--- src/rtl/pbit_sched_pkg.sv ---
// Shared types, default sizes and index-to-one-hot helper for the p-bit
// update scheduler.
package pbit_sched_pkg;

    typedef enum logic [1:0] {
        IDLE = 2'd0,
        RUN  = 2'd1,
        DONE = 2'd2
    } sched_state_e;

    localparam int N_GROUPS_DEF = 3;
    localparam int GROUP_W_DEF  = 3;
    localparam int DWELL_W_DEF  = 8;
    localparam int SWEEP_W_DEF  = 16;

    // Out-of-range indices produce an all-zero mask rather than aliasing.
    function automatic logic [31:0] group_to_onehot(input logic [31:0] idx,
                                                    input int unsigned n);
        logic [31:0] mask;
        mask = '0;
        if (idx < n) begin
            mask = 32'd1 << idx;
        end
        return mask;
    endfunction

endpackage

--- src/rtl/pbit_update_scheduler_group_onehot_decoder.sv ---
// Combinational group index to one-hot enable decoder, forced to zero when
// the scheduler is not running.
module group_onehot_decoder
    import pbit_sched_pkg::*;
#(
    parameter int N_GROUPS = N_GROUPS_DEF,
    parameter int GROUP_W  = GROUP_W_DEF
) (
    input  logic [GROUP_W-1:0]  idx,
    input  logic                en,
    output logic [N_GROUPS-1:0] onehot
);

    always_comb begin
        onehot = '0;
        if (en) begin
            onehot = N_GROUPS'(group_to_onehot(32'(idx), N_GROUPS));
        end
    end

endmodule

--- src/rtl/pbit_update_scheduler.sv ---
// Sequences grouped p-bit updates: walks the group index with a programmable
// dwell per group, counts sweeps, and stops after a programmed count or free-runs.
module pbit_update_scheduler
    import pbit_sched_pkg::*;
#(
    parameter int N_GROUPS = N_GROUPS_DEF,
    parameter int GROUP_W  = GROUP_W_DEF,
    parameter int DWELL_W  = DWELL_W_DEF,
    parameter int SWEEP_W  = SWEEP_W_DEF
) (
    input  logic                clk,
    input  logic                rst,
    input  logic                start,
    input  logic                stop,
    input  logic [DWELL_W-1:0]  dwell_cycles,
    input  logic [SWEEP_W-1:0]  num_sweeps,
    output logic [GROUP_W-1:0]  group_EN,
    output logic [N_GROUPS-1:0] Pbit_EN,
    output logic                group_strobe,
    output logic                sweep_done,
    output logic [SWEEP_W-1:0]  sweep_count,
    output logic                busy,
    output logic                done
);

    localparam logic [GROUP_W-1:0] GROUP_LAST = GROUP_W'(N_GROUPS - 1);

    sched_state_e        state_q, state_d;
    logic [GROUP_W-1:0]  group_q, group_d;
    logic [DWELL_W-1:0]  dwell_cnt_q, dwell_cnt_d;
    logic [DWELL_W-1:0]  dwell_lat_q, dwell_lat_d;
    logic [SWEEP_W-1:0]  num_sweeps_q, num_sweeps_d;
    logic [SWEEP_W-1:0]  sweep_count_q, sweep_count_d;
    logic [N_GROUPS-1:0] pbit_en_q, pbit_en_d;
    logic                group_strobe_q, group_strobe_d;
    logic                sweep_done_q, sweep_done_d;
    logic                busy_q, busy_d;
    logic                done_q, done_d;
    logic                dwell_end;
    logic                sweep_end;

    // A programmed dwell of 0 behaves like 1, so the terminal count is max(d,1)-1.
    function automatic logic [DWELL_W-1:0] last_dwell(input logic [DWELL_W-1:0] d);
        return (d == '0) ? '0 : d - DWELL_W'(1);
    endfunction

    always_comb begin
        state_d       = state_q;
        group_d       = group_q;
        dwell_cnt_d   = dwell_cnt_q;
        dwell_lat_d   = dwell_lat_q;
        num_sweeps_d  = num_sweeps_q;
        sweep_count_d = sweep_count_q;
        dwell_end     = (dwell_cnt_q == last_dwell(dwell_lat_q));
        sweep_end     = dwell_end && (group_q == GROUP_LAST);

        unique case (state_q)
            IDLE, DONE: begin
                if (start && !stop) begin
                    state_d       = RUN;
                    dwell_lat_d   = dwell_cycles;
                    num_sweeps_d  = num_sweeps;
                    sweep_count_d = '0;
                    group_d       = '0;
                    dwell_cnt_d   = '0;
                end
            end
            RUN: begin
                if (stop) begin
                    state_d     = IDLE;
                    group_d     = '0;
                    dwell_cnt_d = '0;
                end else if (sweep_end) begin
                    dwell_cnt_d   = '0;
                    group_d       = '0;
                    sweep_count_d = sweep_count_q + SWEEP_W'(1);
                    if (num_sweeps_q != '0 && sweep_count_d == num_sweeps_q) begin
                        state_d = DONE;
                    end
                end else if (dwell_end) begin
                    dwell_cnt_d = '0;
                    group_d     = group_q + GROUP_W'(1);
                end else begin
                    dwell_cnt_d = dwell_cnt_q + DWELL_W'(1);
                end
            end
            default: begin
                state_d     = IDLE;
                group_d     = '0;
                dwell_cnt_d = '0;
            end
        endcase

        // Registered outputs are derived from the next state so they line up
        // with the cycle they describe.
        busy_d         = (state_d == RUN);
        done_d         = (state_d == DONE);
        group_strobe_d = busy_d && (dwell_cnt_d == '0);
        sweep_done_d   = busy_d && (group_d == GROUP_LAST)
                         && (dwell_cnt_d == last_dwell(dwell_lat_d));
    end

    group_onehot_decoder #(
        .N_GROUPS (N_GROUPS),
        .GROUP_W  (GROUP_W)
    ) u_decoder (
        .idx    (group_d),
        .en     (busy_d),
        .onehot (pbit_en_d)
    );

    always_ff @(posedge clk or posedge rst) begin
        if (rst) begin
            state_q        <= IDLE;
            group_q        <= '0;
            dwell_cnt_q    <= '0;
            dwell_lat_q    <= '0;
            num_sweeps_q   <= '0;
            sweep_count_q  <= '0;
            pbit_en_q      <= '0;
            group_strobe_q <= 1'b0;
            sweep_done_q   <= 1'b0;
            busy_q         <= 1'b0;
            done_q         <= 1'b0;
        end else begin
            state_q        <= state_d;
            group_q        <= group_d;
            dwell_cnt_q    <= dwell_cnt_d;
            dwell_lat_q    <= dwell_lat_d;
            num_sweeps_q   <= num_sweeps_d;
            sweep_count_q  <= sweep_count_d;
            pbit_en_q      <= pbit_en_d;
            group_strobe_q <= group_strobe_d;
            sweep_done_q   <= sweep_done_d;
            busy_q         <= busy_d;
            done_q         <= done_d;
        end
    end

    assign group_EN     = group_q;
    assign Pbit_EN      = pbit_en_q;
    assign group_strobe = group_strobe_q;
    assign sweep_done   = sweep_done_q;
    assign sweep_count  = sweep_count_q;
    assign busy         = busy_q;
    assign done         = done_q;

endmodule

--- config.mk ---
export PLATFORM = sky130hd
export DESIGN_NAME = pbit_update_scheduler
export DESIGN_NICKNAME = d
export VERILOG_FILES = /design/src/rtl/pbit_sched_pkg.sv /design/src/rtl/pbit_update_scheduler_group_onehot_decoder.sv /design/src/rtl/pbit_update_scheduler.sv
export SDC_FILE = /design/constraint.sdc
export NUM_CORES = 1
export LEC_CHECK = 0
export CAP_MARGIN = 15
export CORE_ASPECT_RATIO = 1.75
export CORE_MARGIN = 1
export CORE_UTILIZATION = 50
export CTS_CLUSTER_DIAMETER = 120
export DETAILED_ROUTE_END_ITERATION = 16
export PLACE_DENSITY = 0.76
export SYNTH_ARGS = -nofsm -noshare
export SYNTH_HDL_FRONTEND = slang
export SYNTH_SLANG_ARGS = --single-unit
--- constraint.sdc ---
create_clock -name clk -period 3.9 [get_ports clk]
set_clock_uncertainty 0.1 [all_clocks]
set_input_delay 0.39 -clock clk [delete_from_list [all_inputs] [get_ports clk]]
set_output_delay 0.39 -clock clk [all_outputs]
set_load 0.01 [all_outputs]
==> results.yml <==
status:
  outcome: "finished clean"
routing:
  drtIter0Drc: 348
  drtAntennaViolNets: 0
  finalWirelength_um: 12840
  vias_per_cell: 6.314
  drc_errors: 0
  wire_per_inst_um: 19.00
  dr.pass1.iters: 4
  vias: 4268
synthesis:
  ys_warn_count: 0
  synth_area_leaders: "dfrtp_1, mux2_2, o21ai_0"
  synth_cell_types: 77
  postSynthCellCount: 510
  async_reset_ff_frac: 1.000
  syn_area_sq_mm: 0.004388
  ys.flop_type: "dfrtp_1"
  synth_seq_cells: 60
  yosysMostFrequentCell: "dfrtp_1"
  ys_seq_area_frac: 0.3422
  synth.top_cell.area_share: 0.3422
  synth-edff-count: 0
  synth-simple-area-share: 0.2478
  synth-adder-area-share: 0.01996
  synth_compound_area_frac: 0.2056
  netlist_top_cells_count: "dfrtp_1, nor2_1, o21ai_0, nand2_1"
  syn_nets: 545
  synth_area_per_cell_sq_um: 8.604
  synthXorXnorAreaFrac: 0.05988
  yosysTopAreaCell: "dfrtp_1"
  synth_mux_area_frac: 0.07670
  synth_top_family_by_area: "simple AND/OR/NAND/NOR gates"
sta:
  hold_viol: 0
  timing.final.crit_share: 0.9233
  tightest_slew_ns: 0.8139
  grt_setup_unrepaired: "no"
  hold_slack_ns: 0.4367
  maxSlewHeadroom: 0.4566
  period_minus_slack_ns: 3.601
  finalSetupViolations: 0
  fmax_mhz: 277.7
  slew_viol_final: 0
cts:
  ctsHtreeMaxLevel: 3
  cts_root_buf: "clkbuf_16"
  cts_tree: "done"
  cts_sinks: 60
  cts_hold_buf: 0
  clk_latency_ns: 0.33
  path_clk_slew_ns: 0.05
  post_cts_buffers: 0
  cts_made_buffers: 9
  cts.path.max_buffers: 2
cells_and_area:
  antennaDiodeCount: 0
  fillers: 733
  regArea_sq_mm: 0.001501
  nets: 592
  multiInputGateArea_sq_mm: 0.002683
  finalInstanceArea_sq_mm: 0.005286
  area_delta_synth_final_pct: 20.47
  final_layout_size_suffix_gt1_frac: 0.1337
  instances_no_fill: 676
power_and_ir_drop:
  seq_power_share: 0.379
  p_per_area_mw_per_mm2: 411.4
  internal-power_mw: 1.425
  ir_drop_mv: 0.2714
  p_leak_nw: 2.088
  swShare: 0.3449
  switchingPower_mw: 0.7501
  p_clk_frac: 0.318
  power_frac_comb: 0.303
setup_path:
  worst_path_most_repeated_cell: "a21oi_1"
  ff2ff_setup_slack_ns: 0.36
  path_max_fanout: 7
  required_ns: 4.06
  r2r_end: "sweep_done"
  cp_slowest_cell: "clkdlybuf4s50_1"
  end_kind: "flip-flop"
  cp.depth: 13
  crit_arrival_ns: 3.76
  cp-start-kind: "input pin"
  cp_cell_sequence: "clkdlybuf4s50_1 > nor3b_4 > a21oi_1 > ha_1 > buf_4 > and2_1 > a32o_1 > nor2_1 > mux2_2 > a21oi_1 > nand3_1 > or4b_1 > and4bb_1"
  ff2ff_path_depth: 12
  crit_path_end: "sweep_done"
  cp-startpoint: "stop"
  worst-path-buf-inv: 2
  max_stage_delay_ns: 0.47
  crit_family: "simple AND/OR/NAND/NOR gates"
  critical_path_class: "in -> reg"
  r2r-start: "state_q[0]"
floorplan:
  dieHeight_um: 125.9
  fp.coreArea_sq_mm: 0.008423
  row_count: 44
  initial_utilization: 0.5209
  ios: 54
  die_x_um: 72.82
  dieArea_sq_mm: 0.009169
global_route:
  grt_util_all_layers: 0.2949
  grt_pass1_wl_um: 20470
  antenna_found_initial: 0
  grt_max_degree: 38
  gr-total-overflow: 0
  grt_pass1_vias: 4177
place:
  placed_cells: 661
  gp_congestion: 0.9368
  placed_cell_area_sq_mm: 0.005025
  io_buffers: 53
  hpwl_um: 9872
min_path:
  hold_class: "in -> async"
run:
  maxCapViolations: 0
==> layout make-up <==
type | instances | share of cell area
Multi-Input combinational cell | 403 | 0.5075
Sequential cell | 60 | 0.2840
Timing Repair Buffer | 68 | 0.1217
Clock buffer | 10 | 0.04331
Tap cell | 115 | 0.02722
Inverter | 15 | 0.01065
Clock inverter | 5 | 0.005680
==> power by group through the flow <==
stage                     clock [mW]  combinational (mW)  sequential [mW]
after global placement             0               0.633            0.826
after detailed placement           0               0.648            0.830
after global routing           0.728               0.719            0.832
after floorplan                    0               0.524            0.755
final                          0.693               0.659            0.824
after CTS                      0.701               0.653            0.819
==> routing by layer <==
metal / GRT usage / wire [um] / up-vias
met5: 0 / 0 / -
met4: 0.1880 / 737 / 0
met3: 0.04560 / 503 / 58
met2: 0.5454 / 7094 / 165
met1: 0.2944 / 4509 / 2070
li1: - / - / 1975
==> worst min path at each step <==
stage                from              to  slack (ns)
2_1_floorplan  state_q[1]            done        0.39
3_3_place_gp   state_q[1]      state_q[1]        0.42
3_5_place_dp   state_q[1]      state_q[1]        0.42
4_1_cts        state_q[1]      state_q[1]        0.44
5_1_grt        state_q[1]      state_q[1]        0.48
6_report              rst  dwell_lat_q[3]        0.44
==> kinds of logic (layout without fill, tap and decap cells) <==
| group | count (synthesis) | count (layout) |
|---|---|---|
| adder cells (fa/ha/maj) | 7 | 7 |
| multiplexers | 30 | 30 |
| AND/OR/NAND/NOR | 200 | 200 |
| buffers and inverters | 47 | 98 |
| AO/OA/AOI/OAI | 136 | 136 |
| flip-flops | 60 | 60 |
| XOR/XNOR | 30 | 30 |
==> through the flow <==
stage	setup TNS, ns	utilization	power (mW)	setup WS [ns]
after global routing	0	0.6276	2.279	0.07789
final	0	0.6276	2.175	0.2991
after global placement	0	0.5966	1.459	0.04239
after floorplan	0	-	1.279	0.01726
after detailed placement	-0.02485	0.5966	1.478	-0.02485
after CTS	0	0.6273	2.174	0.1868
==> what timing repair did <==
item	CTS	global route
endpoints found under the hold margin	0	0
setup endpoints to repair	0	14
gates resized for setup	0	1
==> sequential cells by signal, summed over array words and instances (netlist names) <==
name,count
busy,1
Pbit_EN,3
dwell_cnt_q,8
sweep_count,16
group_EN,3
sweep_done,1
state_q,2
group_strobe,1
dwell_lat_q,8
num_sweeps_q,16
done,1
==> cell usage in the layout, fill, tap and decap left out, types with 3 or more instances in the layout <==
| cell type | n |
|---|---|
| a211o_1 | 5 |
| a211oi_1 | 3 |
| a21oi_1 | 21 |
| a22o_1 | 3 |
| a31oi_1 | 8 |
| and2_1 | 3 |
| and3_1 | 5 |
| buf_4 | 15 |
| clkbuf_16 | 9 |
| clkdlybuf4s50_1 | 53 |
| clkinv_2 | 3 |
| dfrtp_1 | 60 |
| ha_1 | 7 |
| inv_1 | 14 |
| mux2_2 | 21 |
| mux2i_1 | 6 |
| nand2_1 | 35 |
| nand2b_1 | 11 |
| nand3_1 | 17 |
| nand4_1 | 7 |
| nor2_1 | 55 |
| nor2b_1 | 6 |
| nor3_1 | 20 |
| nor4_1 | 12 |
| o2111ai_1 | 3 |
| o21ai_0 | 46 |
| o221ai_1 | 4 |
| o22ai_1 | 3 |
| o31ai_1 | 8 |
| or3_1 | 4 |
| xnor2_1 | 18 |
| xor2_1 | 12 |
Note: power is estimated with default switching activity, not from simulation.
